`src/rtl/baw_game_ctrl.sv`:
```
// Black-and-White card game controller.
// NCARDS cards per hand, lead/follow turns, early finish at WIN_TARGET.
module baw_game_ctrl #(
  parameter int NCARDS     = 9,
  parameter int WIN_TARGET = 5,
  parameter int CW         = $clog2(NCARDS + 1)
) (
  input  logic              clk,
  input  logic              resetn,
  input  logic              start,
  input  logic              confirm,
  input  logic              clear,
  input  logic [NCARDS-1:0] sel,
  output logic [2:0]        state,
  output logic              turn,
  output logic [NCARDS-1:0] hand_p1,
  output logic [NCARDS-1:0] hand_p2,
  output logic [CW-1:0]     black_p1,
  output logic [CW-1:0]     white_p1,
  output logic [CW-1:0]     black_p2,
  output logic [CW-1:0]     white_p2,
  output logic              lead_black,
  output logic [CW-1:0]     round,
  output logic [CW-1:0]     score_p1,
  output logic [CW-1:0]     score_p2,
  output logic [1:0]        last_result,
  output logic [1:0]        game_result,
  output logic              err
);

  localparam logic [2:0] S_IDLE   = 3'd0;
  localparam logic [2:0] S_LEAD   = 3'd1;
  localparam logic [2:0] S_FOLLOW = 3'd2;
  localparam logic [2:0] S_RESULT = 3'd3;
  localparam logic [2:0] S_OVER   = 3'd4;

  localparam logic [CW-1:0] N_MAX = CW'(NCARDS);
  localparam logic [CW-1:0] WIN   = CW'(WIN_TARGET);
  localparam logic [CW-1:0] ONE   = CW'(1);

  logic              leader;
  logic [CW-1:0]     lead_val;
  logic [NCARDS-1:0] hand_act;
  logic              one_hot;
  logic              legal;
  logic [CW-1:0]     sel_val;
  logic [CW-1:0]     nb1, nw1, nb2, nw2;
  logic              end_game;

  assign hand_act = turn ? hand_p2 : hand_p1;
  assign one_hot  = (sel != '0) &&
                    ((sel & (sel - NCARDS'(1))) == '0);
  assign legal    = one_hot && ((sel & hand_act) != '0);
  assign end_game = (score_p1 == WIN) ||
                    (score_p2 == WIN) ||
                    (round == N_MAX);

  always_comb begin
    sel_val = '0;
    for (int k = 0; k < NCARDS; k++)
      if (sel[k]) sel_val = CW'(k);
  end

  // odd card values are black, even are white
  always_comb begin
    nb1 = '0;
    nw1 = '0;
    nb2 = '0;
    nw2 = '0;
    for (int k = 0; k < NCARDS; k++) begin
      if (k % 2 == 1) begin
        nb1 = nb1 + CW'(hand_p1[k]);
        nb2 = nb2 + CW'(hand_p2[k]);
      end else begin
        nw1 = nw1 + CW'(hand_p1[k]);
        nw2 = nw2 + CW'(hand_p2[k]);
      end
    end
  end

  always_ff @(posedge clk or negedge resetn) begin
    if (!resetn) begin
      state       <= S_IDLE;
      turn        <= 1'b0;
      leader      <= 1'b0;
      hand_p1     <= '0;
      hand_p2     <= '0;
      black_p1    <= '0;
      white_p1    <= '0;
      black_p2    <= '0;
      white_p2    <= '0;
      lead_black  <= 1'b0;
      lead_val    <= '0;
      round       <= '0;
      score_p1    <= '0;
      score_p2    <= '0;
      last_result <= 2'b00;
      game_result <= 2'b00;
      err         <= 1'b0;
    end else begin
      err      <= 1'b0;
      black_p1 <= nb1;
      white_p1 <= nw1;
      black_p2 <= nb2;
      white_p2 <= nw2;
      if (clear) begin
        if (state != S_IDLE) begin
          state       <= S_IDLE;
          turn        <= 1'b0;
          hand_p1     <= '0;
          hand_p2     <= '0;
          round       <= '0;
          score_p1    <= '0;
          score_p2    <= '0;
          last_result <= 2'b00;
          game_result <= 2'b00;
        end
      end else begin
        unique case (state)
          S_IDLE: begin
            if (start) begin
              state       <= S_LEAD;
              turn        <= 1'b0;
              leader      <= 1'b0;
              hand_p1     <= '1;
              hand_p2     <= '1;
              round       <= ONE;
              score_p1    <= '0;
              score_p2    <= '0;
              last_result <= 2'b00;
              game_result <= 2'b00;
            end
          end
          S_LEAD: begin
            if (confirm) begin
              if (legal) begin
                if (turn) hand_p2 <= hand_p2 & ~sel;
                else      hand_p1 <= hand_p1 & ~sel;
                lead_val   <= sel_val;
                lead_black <= sel_val[0];
                turn       <= ~turn;
                state      <= S_FOLLOW;
              end else begin
                err <= 1'b1;
              end
            end
          end
          S_FOLLOW: begin
            if (confirm) begin
              if (legal) begin
                if (turn) hand_p2 <= hand_p2 & ~sel;
                else      hand_p1 <= hand_p1 & ~sel;
                // winner of the round leads next; a tie keeps the leader
                if (sel_val != lead_val) begin
                  if ((sel_val > lead_val) == turn) begin
                    score_p2    <= score_p2 + ONE;
                    last_result <= 2'b10;
                    leader      <= 1'b1;
                  end else begin
                    score_p1    <= score_p1 + ONE;
                    last_result <= 2'b01;
                    leader      <= 1'b0;
                  end
                end else begin
                  last_result <= 2'b11;
                end
                state <= S_RESULT;
              end else begin
                err <= 1'b1;
              end
            end
          end
          S_RESULT: begin
            if (confirm) begin
              if (end_game) begin
                state <= S_OVER;
                if (score_p1 > score_p2)
                  game_result <= 2'b01;
                else if (score_p2 > score_p1)
                  game_result <= 2'b10;
                else
                  game_result <= 2'b11;
              end else begin
                round <= round + ONE;
                turn  <= leader;
                state <= S_LEAD;
              end
            end
          end
          S_OVER: ;
          default: state <= S_IDLE;
        endcase
      end
    end
  end

endmodule

```
`config.mk`:
```
export PLATFORM = sky130hd
export DESIGN_NAME = baw_game_ctrl
export DESIGN_NICKNAME = d
export VERILOG_FILES = /design/src/rtl/baw_game_ctrl.sv
export SDC_FILE = /design/constraint.sdc
export NUM_CORES = 1
export LEC_CHECK = 0
export ABC_AREA = 1
export CAP_MARGIN = 30
export CORE_MARGIN = 2
export CORE_UTILIZATION = 52
export CTS_CLUSTER_SIZE = 16
export DETAILED_ROUTE_END_ITERATION = 8
export HOLD_SLACK_MARGIN = 0.06
export PLACE_DENSITY_LB_ADDON = 0.12
export SLEW_MARGIN = 40
export SYNTH_ARGS = -nofsm -noshare
export SYNTH_HDL_FRONTEND = slang
export SYNTH_SLANG_ARGS = --single-unit
```
`constraint.sdc`:
```
create_clock -name clk -period 1.9 [get_ports clk]
set_input_delay 0.38 -clock clk [delete_from_list [all_inputs] [get_ports clk]]
set_output_delay 0.38 -clock clk [all_outputs]
set_load 0.01 [all_outputs]
```
==> summary.txt, run 1 <==
status - finished with violations
violated checks - negative setup slack
Max Clock Skew - 0.009524 ns
WP data arrival - 2.18 ns
Final Max Tran Viols - 0
first-pass GRT wire length - 15560 µm
area delta synth->final - 44.41%
Clk pin slew, worst setup/hold paths - 0.10 ns
H-tree Lvls - 2
total track usage - 25.78%
post-synthesis sequential area ratio - 39.41%
VDD IR max - 0.9599 mV
setup violators final - 6
TritonRoute pass-1 iters - 4
met3 routed WL - 483 µm
Num CTS Buffers - 5
Post-DRT Antenna Nets - 0
Layout fillers - 460
Placeable Area - 0.006719 mm²
CP Class - in -> reg
sequential cell area - 0.001403 mm²
setup slack after layout - -0.07516 ns
via/cell ratio - 5.417
cts hold-fix bufs - 0
layout cells sized above 1 - 28.35%
vias in the first global route - 3310
worst hold margin - 0.04972 ns
most frequent cells in the layout - nand2_1 (106), dfrtp_1 (55), clkdlybuf4s50_1 (55), buf_4 (55), inv_1 (45)
Worst Setup Start Kind - primary input
pin count of the biggest net entering global routing - 57
pwr dens - 1493 mW/mm²
met2 WL - 5043 µm
Root Driver - clkbuf_8
DRC errors left - 0
Slowest cell on crit path - ha_4
asr flop ratio synth - 100.0%
HPWL Detailed - 6572 µm
CTS tree - yes
clock latency on the worst-skew pair - 0.31 ns
antenna violations before repair - 0
clock buffer depth - 2
die area - 0.007516 mm²
Total Routed Length - 9747 µm
Clock Sinks - 56
post-layout util - 76.42%
Tcrit/Tclk final - 104.0%
RSZ-0062 raised after global routing - true
antenna cells - 0
Post-Layout Cell Count - 655
Worst Setup End Kind - flip-flop
Crit Path Max Fanout - 3
via count - 3548
ys flop type - dfrtp_1
placed cell count - 627
Die W - 86.70 µm
Ys Warns - 0
Total Power - 7.667 mW
critical path, cell by cell - buf_8, a21oi_2, nor2_1, nor2_1, nor2_2, o21ai_2, ha_4, nand4_1, buf_4, nand2_2, a211oi_2, nand2_1, nand2_1, o21ai_1
commonest non-fill, non-tap cell in the layout - nand2_1
max layer used - met4
starting density of the core - 52.92%
Crit path largest cell delay - 0.24 ns
max-cap viol count - 0
final hold vios - 0
area of the multi-input gates - 0.002130 mm²
Cell Area, Synth - 0.003556 mm²
wire length per cell - 14.88 µm
chip height - 86.70 µm
register-to-register setup slack - 0.06 ns
register bit count reported by yosys - 56
crit path time final - 1.975 ns
Hold Crit Class - in -> async
Avg Synthesized Cell Area - 8.045 µm²
Post-Syn Instances - 442
Ports - 70
nets@finish - 614
fmax - 0.5063 GHz
grt ovf - 0
Yosys cell types - 36
EDFF count, synth - 0
input/output buffers - 65
Final GP Congestion - 0.8775
Worst EP required - 2.10 ns
FP Rows - 30
Post-Route M1 WL - 3987 µm
Leakage - 2.462 nW
drt initial violations - 280
[path summary, 6_finish.rpt]
check / cells past startpoint / to / startpoint
max in group asynchronous: 2 / state[1] / resetn
worst max-delay path: 14 / leader / sel[1]
min in group clk: 4 / hand_p2[2] / sel[2]
worst min-delay path: 2 / white_p1[0] / resetn
worst min register to register: 2 / game_result[1] / game_result[1]
worst max register to register: 10 / lead_val[1] / turn
[metrics by stage]
step	setup TNS (ns)	setup slack [ns]	area, µm²
after floorplan	0	0.001489	3576
after global placement	-19.47	-0.6667	4633
after detailed placement	-21.11	-0.7230	4633
after CTS	0	0.0005034	4868
after global routing	-1.177	-0.1616	5135
final	-0.2263	-0.07516	5135
[registers in the layout, summed over array words and instances (netlist names)]
| register | flops |
|---|---|
| black_p2 | 3 |
| round | 4 |
| state | 3 |
| err | 1 |
| score_p2 | 4 |
| score_p1 | 4 |
| white_p2 | 3 |
| leader | 1 |
| white_p1 | 3 |
| hand_p1 | 9 |
| lead_val | 4 |
| hand_p2 | 9 |
| turn | 1 |
| game_result | 2 |
| last_result | 2 |
| black_p1 | 3 |
[synthesized netlist by cell type (4+ instances only)]
| master | number | share of area, % |
|---|---|---|
| dfrtp_1 | 56 | 39 |
| xor2_1 | 4 | 0.99 |
| nand4_1 | 11 | 1.9 |
| ha_1 | 20 | 7.0 |
| nand2_1 | 125 | 13 |
| nand2_2 | 5 | 0.88 |
| o21ai_0 | 39 | 5.5 |
| nand3_2 | 4 | 1.1 |
| a21oi_1 | 13 | 1.8 |
| nor2_1 | 27 | 2.9 |
| inv_1 | 49 | 5.2 |
| nor2_2 | 5 | 0.88 |
| buf_4 | 6 | 1.3 |
| nand3_1 | 15 | 2.1 |
| nand3b_1 | 4 | 0.84 |
| fa_1 | 6 | 3.4 |
| o211ai_1 | 4 | 0.84 |
| o21ai_2 | 18 | 4.4 |
[metal layers]
layer	vias up	global-route usage (%)
li1	1716	-
met1	1691	33.01
met2	116	46.43
met3	25	3.810
met4	0	4.972
met5	-	0
[where the power goes]
part,internal (mW),switching (mW)
logic,2.31,2.75
registers,1.59,0.319
clock network,0.298,0.404
[cells by family (layout without fill, tap and decap cells)]
family	Yosys count	in the layout	synth area share, %
xor+xnor	4	4	0.9851
fa+ha+maj	26	26	10.42
simple gates	202	207	25.55
buf+inv	65	190	7.987
flops	56	56	39.41
other cells	1	4	0.1055
compound gates	88	88	15.55
[area by class of cell]
class | instances | share of cell area [%]
flip-flops and latches | 56 | 27.31
repair buffers | 130 | 23.59
clock buffers | 7 | 1.681
well taps | 80 | 1.949
multi-input cells | 329 | 41.47
clock inverters | 1 | 0.1462
inverters | 52 | 3.850
[worst max-delay path: cells and delay by family]
kind / cells / cell delay [ns]
AO/OA/AOI/OAI: 4 / 0.60
buffers and inverters: 2 / 0.27
adder cells (fa/ha/maj): 1 / 0.24
AND/OR/NAND/NOR: 7 / 0.68
[timing repair]
action	in CTS	in global routing
resized for setup	42	58
setup endpoints to repair	33	34
pin swaps	18	37
cloned	3	2
buffers inserted	8	7
No activity file was read; power rests on OpenSTA's default activity.
==> inputs of run 2 (changes only) <==
- PLACE_DENSITY: default -> 0.76
- PLACE_DENSITY_LB_ADDON: 0.12 -> default
==> run 2 against run 1 <==
The flow still finishes with violations (negative setup slack). Critical path depth decreased by 1. Total power decreased by 1.4%. Critical path type unchanged. Hold slack got worse by 0.015 ns. Final cell count decreased by 2.0%. Largest cell class unchanged.
==> summary.txt, run 2 (synthesis results as in run 1) <==
Post-DRT Antenna Nets - 0
antenna violations before repair - 0
VDD IR max - 0.9485 mV
TritonRoute pass-1 iters - 9
HPWL Detailed - 6636 µm
DRC errors left - 0
dpl cell area - 0.004553 mm²
via/cell ratio - 5.592
Worst EP required - 2.14 ns
wire length per cell - 16.05 µm
first-pass GRT wire length - 16570 µm
pwr dens - 1505 mW/mm²
Placeable Area - 0.006719 mm²
Total Routed Length - 10300 µm
Die W - 86.70 µm
Final Max Tran Viols - 0
total track usage - 27.75%
FP Rows - 30
most frequent cells in the layout - nand2_1 (110), dfrtp_1 (55), clkdlybuf4s50_1 (55), inv_1 (45), buf_4 (44)
die area - 0.007516 mm²
Num CTS Buffers - 5
Worst Setup Start Kind - primary input
clock latency on the worst-skew pair - 0.32 ns
cts hold-fix bufs - 0
CP Class - in -> reg
nets@finish - 601
area delta synth->final - 41.27%
final hold vios - 0
Top Registers - hand_p1 x9, hand_p2 x9
max-cap viol count - 0
Layout fillers - 462
drt initial violations - 327
pin count of the biggest net entering global routing - 57
grt ovf - 0
via count - 3590
Tcrit/Tclk final - 100.6%
commonest non-fill, non-tap cell in the layout - nand2_1
vias in the first global route - 3481
met3 usage - 4.286%
RSZ-0062 raised after global routing - true
GR Util met2 - 46.50%
crit path time final - 1.912 ns
grt peak-use layer - met2
fmax - 0.5230 GHz
Ports - 70
CTS tree - yes
Post-Layout Cell Count - 642
Root Driver - clkbuf_8
Max Clock Skew - 0.009173 ns
Crit Path Max Fanout - 5
Design Area, Final - 0.005024 mm²
Clk pin slew, worst setup/hold paths - 0.11 ns
antenna cells - 0
dpl ws - -0.7998 ns
status - finished with violations
violated checks - negative setup slack
placed cell count - 618
clock buffer depth - 2
GRT met1 Usage - 36.98%
Worst Setup End Kind - flip-flop
input/output buffers - 65
chip height - 86.70 µm
Leakage - 2.380 nW
H-tree Lvls - 2
Hold Crit Class - in -> async
post-layout util - 74.77%
layout cells sized above 1 - 26.69%
starting density of the core - 52.92%
setup violators final - 1
Clock Sinks - 56
setup slack after layout - -0.01218 ns
WP data arrival - 2.15 ns
Final GP Congestion - 0.8774
[run 2: changes by cell type in the layout (fill, tap and decap cells not counted), moves of 3 or more]
cell | before | now
a21oi_1 | 10 | 7
buf_4 | 55 | 44
nand2_1 | 106 | 110
nand2_2 | 22 | 17
nand3_2 | 4 | 8
nor2_2 | 6 | 3
o21ai_0 | 33 | 36
[run 2: final timing paths]
path                                      from        endpoint  slack [ns]  cells past startpoint
worst max register to register            turn     lead_val[0]        0.07                      9
worst min register to register  game_result[1]  game_result[1]        0.50                      2
worst max-delay path                    sel[1]      hand_p1[4]       -0.01                     13
worst min-delay path                    resetn     white_p2[2]        0.03                      2
min in group clk                        sel[2]      hand_p2[2]        0.40                      4
max in group asynchronous               resetn            turn        1.56                      2
[run 2: cell type report]
type,instances,area [µm²],area share [%]
Clock inverter,2,16.27,0.3238
Clock buffer,6,72.57,1.445
Sequential cell,56,1403,27.92
Timing Repair Buffer,115,1052,20.95
Multi-Input combinational cell,331,2182,43.44
Inverter,52,197.7,3.935
Tap cell,80,100.1,1.993
[run 2: report_power, final]
group          internal, mW  total [mW]  switching, mW
sequential             1.59        1.96          0.368
combinational          2.17        4.92           2.76
clock                 0.264       0.681          0.417
[run 2: repair_timing]
action                     in CTS  in global routing
setup endpoints to repair      33                 38
buffers inserted                4                  5
gates resized for setup        54                 38
pin swaps                      26                 25
cloned                          7                  0
[run 2: critical path, stage by stage]
cell and delay (ns):
buf_2 0.12, buf_4 0.16, nor2_2 0.18, nand2_2 0.11, nand2_1 0.08, nand2_1 0.05
nor2_1 0.14, nand2_1 0.14, nor2_4 0.17, nand2_4 0.11, nand2_4 0.17, nand3_2 0.17
o21ai_2 0.17
[run 2: stage by stage]
step	setup TNS [ns]	hold slack, ns	total power, mW
3_3_place_gp	-19.35	0.4030	5.893
4_1_cts	-0.02834	0.06758	7.238
3_5_place_dp	-21.73	0.4069	6.038
5_1_grt	-1.771	0.08013	8.120
6_report	-0.01218	0.03478	7.562
2_1_floorplan	0	0.08441	4.483
[run 2: metal layers]
metal,wire length (µm),up-vias
met5,0,-
met4,253,0
met3,635,24
met2,5171,176
met1,4243,1701
li1,-,1689
